**src/rtl/ysyx_23060187_ctrl_pkg.sv**
```systemverilog
// Shared definitions for the multicycle control FSM: state encoding and the
// RV32I major-opcode constants, plus opcode classification helpers.
package ysyx_23060187_ctrl_pkg;

  typedef enum logic [3:0] {
    S_IDLE       = 4'd0,
    S_FETCH_REQ  = 4'd1,
    S_FETCH_WAIT = 4'd2,
    S_DECODE     = 4'd3,
    S_EXEC       = 4'd4,
    S_MEM_REQ    = 4'd5,
    S_MEM_WAIT   = 4'd6,
    S_WB         = 4'd7,
    S_HALT       = 4'd8,
    S_ERR        = 4'd9
  } state_t;

  localparam logic [6:0] OPC_LUI    = 7'b0110111;
  localparam logic [6:0] OPC_AUIPC  = 7'b0010111;
  localparam logic [6:0] OPC_JAL    = 7'b1101111;
  localparam logic [6:0] OPC_JALR   = 7'b1100111;
  localparam logic [6:0] OPC_BRANCH = 7'b1100011;
  localparam logic [6:0] OPC_LOAD   = 7'b0000011;
  localparam logic [6:0] OPC_STORE  = 7'b0100011;
  localparam logic [6:0] OPC_OP_IMM = 7'b0010011;
  localparam logic [6:0] OPC_OP     = 7'b0110011;
  localparam logic [6:0] OPC_SYSTEM = 7'b1110011;

  function automatic logic opc_legal(input logic [6:0] opc);
    logic ok;
    case (opc)
      OPC_LUI, OPC_AUIPC, OPC_JAL, OPC_JALR, OPC_BRANCH,
      OPC_LOAD, OPC_STORE, OPC_OP_IMM, OPC_OP, OPC_SYSTEM: ok = 1'b1;
      default: ok = 1'b0;
    endcase
    return ok;
  endfunction

  function automatic logic opc_is_mem(input logic [6:0] opc);
    return (opc == OPC_LOAD) || (opc == OPC_STORE);
  endfunction

  // Instructions with no destination register must not strobe the register file.
  function automatic logic opc_writes_rd(input logic [6:0] opc);
    return !((opc == OPC_STORE) || (opc == OPC_BRANCH) || (opc == OPC_SYSTEM));
  endfunction

endpackage

```
**src/rtl/ysyx_23060187_wait_timer.sv**
```systemverilog
// Cycle counter for handshake wait states; flags the TIMEOUT-th consecutive
// cycle spent waiting so the controller can abort on that edge.
module ysyx_23060187_wait_timer #(
  parameter int TIMEOUT = 255
) (
  input  logic clk,
  input  logic clear,
  input  logic run,
  output logic expired
);

  localparam int CW = (TIMEOUT < 2) ? 1 : $clog2(TIMEOUT + 1);

  logic [CW-1:0] count;

  // count holds completed wait cycles, so count == TIMEOUT-1 marks the
  // TIMEOUT-th cycle; the counter parks there instead of wrapping.
  assign expired = run && (count == CW'(TIMEOUT - 1));

  always_ff @(posedge clk) begin
    if (clear) begin
      count <= '0;
    end else if (run && !expired) begin
      count <= count + CW'(1);
    end
  end

endmodule

```
**src/rtl/ysyx_23060187_multicycle_ctrl.sv**
```systemverilog
// Multicycle instruction sequencer: fetch/decode/exec/mem/writeback FSM with
// handshake timeouts, sticky halt/error states and a retired-instruction count.
module ysyx_23060187_multicycle_ctrl
  import ysyx_23060187_ctrl_pkg::*;
#(
  parameter int TIMEOUT = 255
) (
  input  logic        clk,
  input  logic        rst,
  input  logic [6:0]  opcode,
  input  logic        is_ebreak,
  output logic        ifu_req,
  input  logic        ifu_ready,
  input  logic        ifu_rvalid,
  output logic        ir_we,
  output logic        lsu_req,
  output logic        lsu_wen,
  input  logic        lsu_ready,
  input  logic        lsu_rvalid,
  output logic        rf_wen,
  output logic        pc_we,
  output logic        halt,
  output logic        err,
  output logic [3:0]  state,
  output logic [31:0] retired
);

  state_t      cur_state;
  logic [6:0]  op_q;
  logic [31:0] retired_q;
  logic        halt_q;
  logic        err_q;

  logic in_wait;
  logic advance;
  logic expired;
  logic timer_clear;

  assign in_wait = (cur_state == S_FETCH_REQ) || (cur_state == S_FETCH_WAIT) ||
                   (cur_state == S_MEM_REQ)   || (cur_state == S_MEM_WAIT);

  // Only the handshake belonging to the current wait state is looked at.
  always_comb begin
    advance = 1'b0;
    case (cur_state)
      S_FETCH_REQ:  advance = ifu_ready;
      S_FETCH_WAIT: advance = ifu_rvalid;
      S_MEM_REQ:    advance = lsu_ready;
      S_MEM_WAIT:   advance = lsu_rvalid;
      default:      advance = 1'b0;
    endcase
  end

  // Clearing while outside a wait state or on the leaving edge means every
  // wait state is entered with a zero count.
  assign timer_clear = rst || !in_wait || advance;

  ysyx_23060187_wait_timer #(
    .TIMEOUT (TIMEOUT)
  ) u_wait_timer (
    .clk     (clk),
    .clear   (timer_clear),
    .run     (in_wait && !rst),
    .expired (expired)
  );

  always_ff @(posedge clk) begin
    if (rst) begin
      cur_state <= S_IDLE;
      op_q      <= '0;
      retired_q <= '0;
      halt_q    <= 1'b0;
      err_q     <= 1'b0;
    end else begin
      case (cur_state)
        S_IDLE: begin
          cur_state <= S_FETCH_REQ;
        end
        S_FETCH_REQ, S_FETCH_WAIT, S_MEM_REQ, S_MEM_WAIT: begin
          if (expired) begin
            cur_state <= S_ERR;
            err_q     <= 1'b1;
          end else if (advance) begin
            case (cur_state)
              S_FETCH_REQ:  cur_state <= S_FETCH_WAIT;
              S_FETCH_WAIT: cur_state <= S_DECODE;
              S_MEM_REQ:    cur_state <= S_MEM_WAIT;
              default:      cur_state <= S_WB;
            endcase
          end
        end
        S_DECODE: begin
          op_q <= opcode;
          if (is_ebreak) begin
            cur_state <= S_HALT;
            halt_q    <= 1'b1;
          end else if (!opc_legal(opcode)) begin
            cur_state <= S_ERR;
            err_q     <= 1'b1;
          end else begin
            cur_state <= S_EXEC;
          end
        end
        S_EXEC: begin
          cur_state <= opc_is_mem(op_q) ? S_MEM_REQ : S_WB;
        end
        S_WB: begin
          retired_q <= retired_q + 32'd1;
          cur_state <= S_FETCH_REQ;
        end
        S_HALT: begin
          cur_state <= S_HALT;
        end
        S_ERR: begin
          cur_state <= S_ERR;
        end
        default: begin
          cur_state <= S_ERR;
          err_q     <= 1'b1;
        end
      endcase
    end
  end

  // Strobes decode from the registered state and are forced low while rst is
  // high, so a reset mid-transaction never leaks a request.
  assign ifu_req = !rst && (cur_state == S_FETCH_REQ);
  assign ir_we   = !rst && (cur_state == S_FETCH_WAIT) && ifu_rvalid && !expired;
  assign lsu_req = !rst && (cur_state == S_MEM_REQ);
  assign lsu_wen = lsu_req && (op_q == OPC_STORE);
  assign pc_we   = !rst && (cur_state == S_WB);
  assign rf_wen  = pc_we && opc_writes_rd(op_q);

  assign halt    = halt_q;
  assign err     = err_q;
  assign state   = cur_state;
  assign retired = retired_q;

endmodule

```
**config.mk**
```make
export PLATFORM = sky130hd
export DESIGN_NAME = ysyx_23060187_multicycle_ctrl
export DESIGN_NICKNAME = d
export VERILOG_FILES = /design/src/rtl/ysyx_23060187_ctrl_pkg.sv /design/src/rtl/ysyx_23060187_wait_timer.sv /design/src/rtl/ysyx_23060187_multicycle_ctrl.sv
export SDC_FILE = /design/constraint.sdc
export NUM_CORES = 1
export LEC_CHECK = 0
export CELL_PAD_IN_SITES_DETAIL_PLACEMENT = 0
export CELL_PAD_IN_SITES_GLOBAL_PLACEMENT = 2
export CORE_MARGIN = 2
export CORE_UTILIZATION = 30
export CTS_CLUSTER_SIZE = 25
export DETAILED_ROUTE_END_ITERATION = 7
export GPL_ROUTABILITY_DRIVEN = 0
export GPL_TIMING_DRIVEN = 0
export PLACE_DENSITY_LB_ADDON = 0.1
export SLEW_MARGIN = 10
export SYNTH_ARGS = -nofsm -noshare
export SYNTH_HDL_FRONTEND = slang
export SYNTH_HIERARCHICAL = 1
export SYNTH_SLANG_ARGS = --single-unit
```
**constraint.sdc**
```tcl
create_clock -name clk -period 3 [get_ports clk]
set_input_delay 0.3 -clock clk [delete_from_list [all_inputs] [get_ports clk]]
set_output_delay 0.3 -clock clk [all_outputs]
set_load 0.05 [all_outputs]
```
### After elaboration in Yosys (flattened, before gate mapping)

Cells that the tools add are included.

* $add $sub $neg: 2
* multiply operators: 0
* div/mod/pow operators: 0
* $lt $le $gt $ge: 0
* equality and inequality tests: 28
* shifts and indexed selects: 0
* multiplexer cells: 16
* bitwise operators: 1
* reduce and logical (&&, ||, !) cells: 30

Operator list (number)
* equality test 7 bit (second input constant): 6
* adder 32 x 1 -> 32 bit (second input constant): 1
* equality test 7 x 6 -> 1 bit (second input constant): 4
* case mux 4 bit (5 select lines): 1
* equality test 4 x 3 -> 1 bit (second input constant): 4
* two-way mux 4 bit: 4
* equality test 7 x 2 -> 1 bit (second input constant): 2
* equality test 7 x 5 -> 1 bit (second input constant): 2
* logical AND 1 bit: 11
* OR reduction 10 bit: 1
* case mux 3 bit (3 select lines): 1
* adder 8 x 1 -> 8 bit (second input constant): 1
* equality test 4 x 2 -> 1 bit (second input constant): 2
* equality test 4 bit (second input constant): 2
* equality test 8 bit (second input constant): 1
* logical OR 1 bit: 8
* two-way mux 1 bit: 7
* OR reduction 5 bit: 1
* equality test 4 x 1 -> 1 bit (second input constant): 1
* zero test 1 bit: 4
* zero test 4 bit: 1
* inequality test 2 bit (second input constant): 2
* case mux 1 bit (4 select lines): 1
* AND reduction 4 bit: 1
* 8 further kinds: 8

* register bits: 53
* latch bits: 0
* bits in writable memories: 0
* ROM bits: 0
* input port bits: 14
* output and inout port bits: 44
* word-level logic and storage cells: 83
* memories kept: 0

### Longest topological paths before layout

* depth in word-level cells: 9
* gate-level depth with buffers: 10
* mapped depth without buffers: 8

### Cells and area by module

Netlist, hierarchy kept.

Modules (own cells, without submodules)
* ysyx_23060187_multicycle_ctrl: times used 1, cells an instance 287, area each 2324.7 sq um, seq. area each 900.9 sq um
* ysyx_23060187_wait_timer: times used 1, cells an instance 55, area each 470.5 sq um, seq. area each 160.2 sq um

### Least setup slack after synthesis

No wires, ideal clock.

* kind: register to output
* start point: register cur_state[2], in the netlist state[2]
* end point: output lsu_wen
* arrival: 3.656 ns
* data required time: 2.700 ns
* setup slack: -0.956 ns
* stages on the path, launching flop included: 6
* path buffers: 2
* cell sequence: dfxtp_1 > buf_4 > clkbuf_1 > nor4b_1 > nand2_1 > nor2_1

* cells in the longest elaborated chain, start to end: 3

RTL lines
* from (decl): line ysyx_23060187_multicycle_ctrl.sv:28 `state_t cur_state;`
* from (signal assigned): line ysyx_23060187_multicycle_ctrl.sv:105 `cur_state <= opc_is_mem(op_q) ? S_MEM_REQ : S_WB;`
* equality test 4 x 3 -> 1 bit: line ysyx_23060187_multicycle_ctrl.sv:129 `assign lsu_req = !rst && (cur_state == S_MEM_REQ);`
* logical AND 1 bit: line ysyx_23060187_multicycle_ctrl.sv:129
* net lsu_req: line ysyx_23060187_multicycle_ctrl.sv:16 `output logic lsu_req,`
* logical AND 1 bit: line ysyx_23060187_multicycle_ctrl.sv:130 `assign lsu_wen = lsu_req && (op_q == OPC_STORE);`
* to (decl): line ysyx_23060187_multicycle_ctrl.sv:17 `output logic lsu_wen,`

The timed path passes the listed nets, and every way through them passes these cells.

### Worst setup path in the final report

* start point: register u_wait_timer.count[0]
* end point: output ir_we

* cells in the longest elaborated chain, start to end: 4

RTL lines
* from (decl): line ysyx_23060187_wait_timer.sv:14 `logic [CW-1:0] count;`
* from (signal assigned): line ysyx_23060187_wait_timer.sv:24 `count <= count + CW'(1);`
* equality test 8 bit: line ysyx_23060187_wait_timer.sv:18 `assign expired = run && (count == CW'(TIMEOUT - 1));`
* logical AND 1 bit: line ysyx_23060187_wait_timer.sv:18
* net expired: line ysyx_23060187_multicycle_ctrl.sv:36 `logic expired;`
* zero test 1 bit: line ysyx_23060187_multicycle_ctrl.sv:128 `assign ir_we = !rst && (cur_state == S_FETCH_WAIT) && ifu_rvalid && !expired;`
* logical AND 1 bit: line ysyx_23060187_multicycle_ctrl.sv:128
* to (decl): line ysyx_23060187_multicycle_ctrl.sv:15 `output logic ir_we,`

The timed path passes the listed nets, and every way through them passes these cells.

==> results.yml <==
detailed_routing:
  drt_iter0_drc: 176
  vias_per_cell: 5.34
  met3_wirelength_um: 254
  dr.max_layer_used: "met4"
  wirelength_um: 7580
  drcViolationCount: 0
  vias: 2757
  drt-met1-wl_um: 3880
  dr.pass1.iters: 4
  route.met2.wl_um: 3350
  drtAntennaViolNets: 0
  wl_per_cell_um: 14.7
pwr:
  leakagePower_uw: 0.00110
  power_density_nw_per_um2: 434
  ir_worst_vdd_mv: 0.181
synth:
  syn_avg_cell_area_um2: 8.17
  synth_cell_types: 54
  yosysWarningCount: 6
  syn_area_um2: 2800
  synthFlopType: "dfxtp_1"
  post-synth-top-area-cell: "dfxtp_1"
  ys_ff_latch: 53
  synth-edff-count: 0
  ys_seq_area_share_pct: 38.0
  synth_top_area_share_pct: 38.0
  synthCells: 342
  synth-async-reset-ratio_pct: 0
  synth_area_leaders: "dfxtp_1 38%, a21oi_1 6.6%, nand2_1 4.3%, or4_1 3.5%, o21ai_0 3.2%"
  syn_nets: 359
min_path:
  hold_path.class: "reg -> reg"
global_routing:
  grt_pass1_vias: 2601
  gr-total-overflow: 0
  antenna_found_initial: 0
  grt_pass1_wl_um: 12800
  grt_max_degree: 17
  grt_usage_pct: 15.6
timing:
  holdWs_ns: 0.461
  fin_crit_sh_pct: 93.9
  fin_setup_tns_ns: 0
  hold_viol_final: 0
  drv_slew: 0
  rsz0062_at_grt: "false"
  fmax_mhz: 355
  setup_viol: 0
  setup_slack_ns: 0.184
  tightest_slew_ns: 1.09
  slew_headroom_pct: 26.6
  min_period_ns: 2.82
  final.setup_skew_ns: 0.00436
die:
  dieArea_um2: 10100
  start_util_pct: 30.5
  core_area_um2: 9150
  rows: 35
  die_w_um: 101
  die_h_um: 101
  pin_count: 58
clock_tree:
  root_buffer: "clkbuf_8"
  cts_tree: "yes"
  cts-htree-levels: 2
  clock_latency_ns: 0.31
  cts_buffers: 5
  cts_max_path_buffers: 2
  postCtsHoldBufs: 0
  post_cts_buffers: 0
  clkTransAtPathRegs_ns: 0.10
  clock_sinks: 53
cells_and_area:
  area_growth_syn_to_layout_pct: 28.8
  final_common_cell: "clkdlybuf4s50_1"
  drive_gt1_share_pct: 7.65
  nets: 421
  multi_input_area_um2: 1580
  register_area_um2: 1060
  fin_cells: 516
  final_cell_mix: "55 x clkdlybuf4s50_1, 53 x dfxtp_1, 37 x a21oi_1"
  final_util_pct: 39.3
  fillCellCount: 957
  diodes: 0
status:
  status: "completed"
job:
  drv_cap: 0
worst_setup_path:
  crit_arrival_ns: 2.52
  cp.required_ns: 2.70
  crit_path_end_kind: "output pin"
  timing.critical_path.from_type: "flip-flop"
  critPathKind: "reg -> out"
  crit_path_max_fanout: 6
place:
  io_buffer_count: 56
  pre_cts_ws_ns: -0.277
  post-place-cells: 509
  dp_hpwl_um: 5430
==> worst max-delay path: stages, from the launching register on <==
cell	delay (ns)
dfxtp_1	0.41
inv_1	0.08
ha_1	0.24
and3_1	0.18
clkbuf_4	0.16
and3_2	0.26
or4_1	0.46
nor3_4	0.13
buf_2	0.28
==> routing by layer <==
layer / up-vias / GRT usage [%]
li1: 1402 / -
met4: 0 / 4.53
met3: 10 / 2.91
met1: 1294 / 21.7
met5: - / 0
met2: 51 / 24.5
==> cells by family (layout without fill, tap and decap cells) <==
logic type                 after synthesis  in the layout  share of synthesized area [%]
and+or+nand+nor                        147            147                           31.0
AOI/OAI and AO/OA                       87             87                           18.8
DFF                                     53             53                           38.0
buffers and inverters                   39            102                           6.36
xor gates and xnor gates                 9              9                           2.82
adders and majority gates                4              4                           1.70
muxes                                    3              3                           1.34
==> path summary, 6_finish.rpt <==
check / start / end / slack (ns) / cells after the start
max: u_wait_timer/count[0] / ir_we / 0.18 / 8
min: op_q[3] / op_q[3] / 0.46 / 2
max reg2reg: state[1] / retired[29] / 0.54 / 7
min reg2reg: op_q[3] / op_q[3] / 0.46 / 2
==> through the flow <==
step	power (uW)	area [um^2]
global route	1650	3600
floorplan	1050	2820
CTS	1590	3610
finish	1560	3600
detailed placement	1170	3520
global placement	1180	3520
==> registers in the layout, indices dropped and copies added (netlist names) <==
register / cells
u_wait_timer/count: 8
op_q: 7
retired: 32
state: 4
halt: 1
err: 1
==> Yosys cell counts (all sizes together), types with 4 or more instances <==
cell type and n:
xnor2 7, o31ai 12, nand2 32, or4 15, nor3 10, o21ai 19
a211oi 6, nor2b 4, or3 13, buf 8, nand3 10, inv 13
nand4 13, clkbuf 18, a21oi 38, nor2 20, dfxtp 53, and4 8
==> power breakdown <==
| group | switching [uW] | internal, uW | total (uW) | leakage, uW |
|---|---|---|---|---|
| Combinational | 254 | 145 | 398 | 0.000626 |
| Clock | 253 | 162 | 415 | 0.0000439 |
| Sequential | 20.2 | 729 | 749 | 0.000427 |
| Total | 526 | 1040 | 1560 | 0.00110 |
==> cell type report <==
type | instances | area share, %
Buffer | 25 | 3.51
Clock buffer | 5 | 1.91
Clock inverter | 3 | 0.487
Inverter | 13 | 1.36
Multi-Input combinational cell | 250 | 44.0
Sequential cell | 53 | 29.5
Tap cell | 111 | 3.86
Timing Repair Buffer | 56 | 15.4
==> what timing repair did <==
item,CTS,global route
gates cloned,0,0
gates resized for setup,4,2
setup endpoints to repair,1,1
No activity file was read; power rests on OpenSTA's default activity.
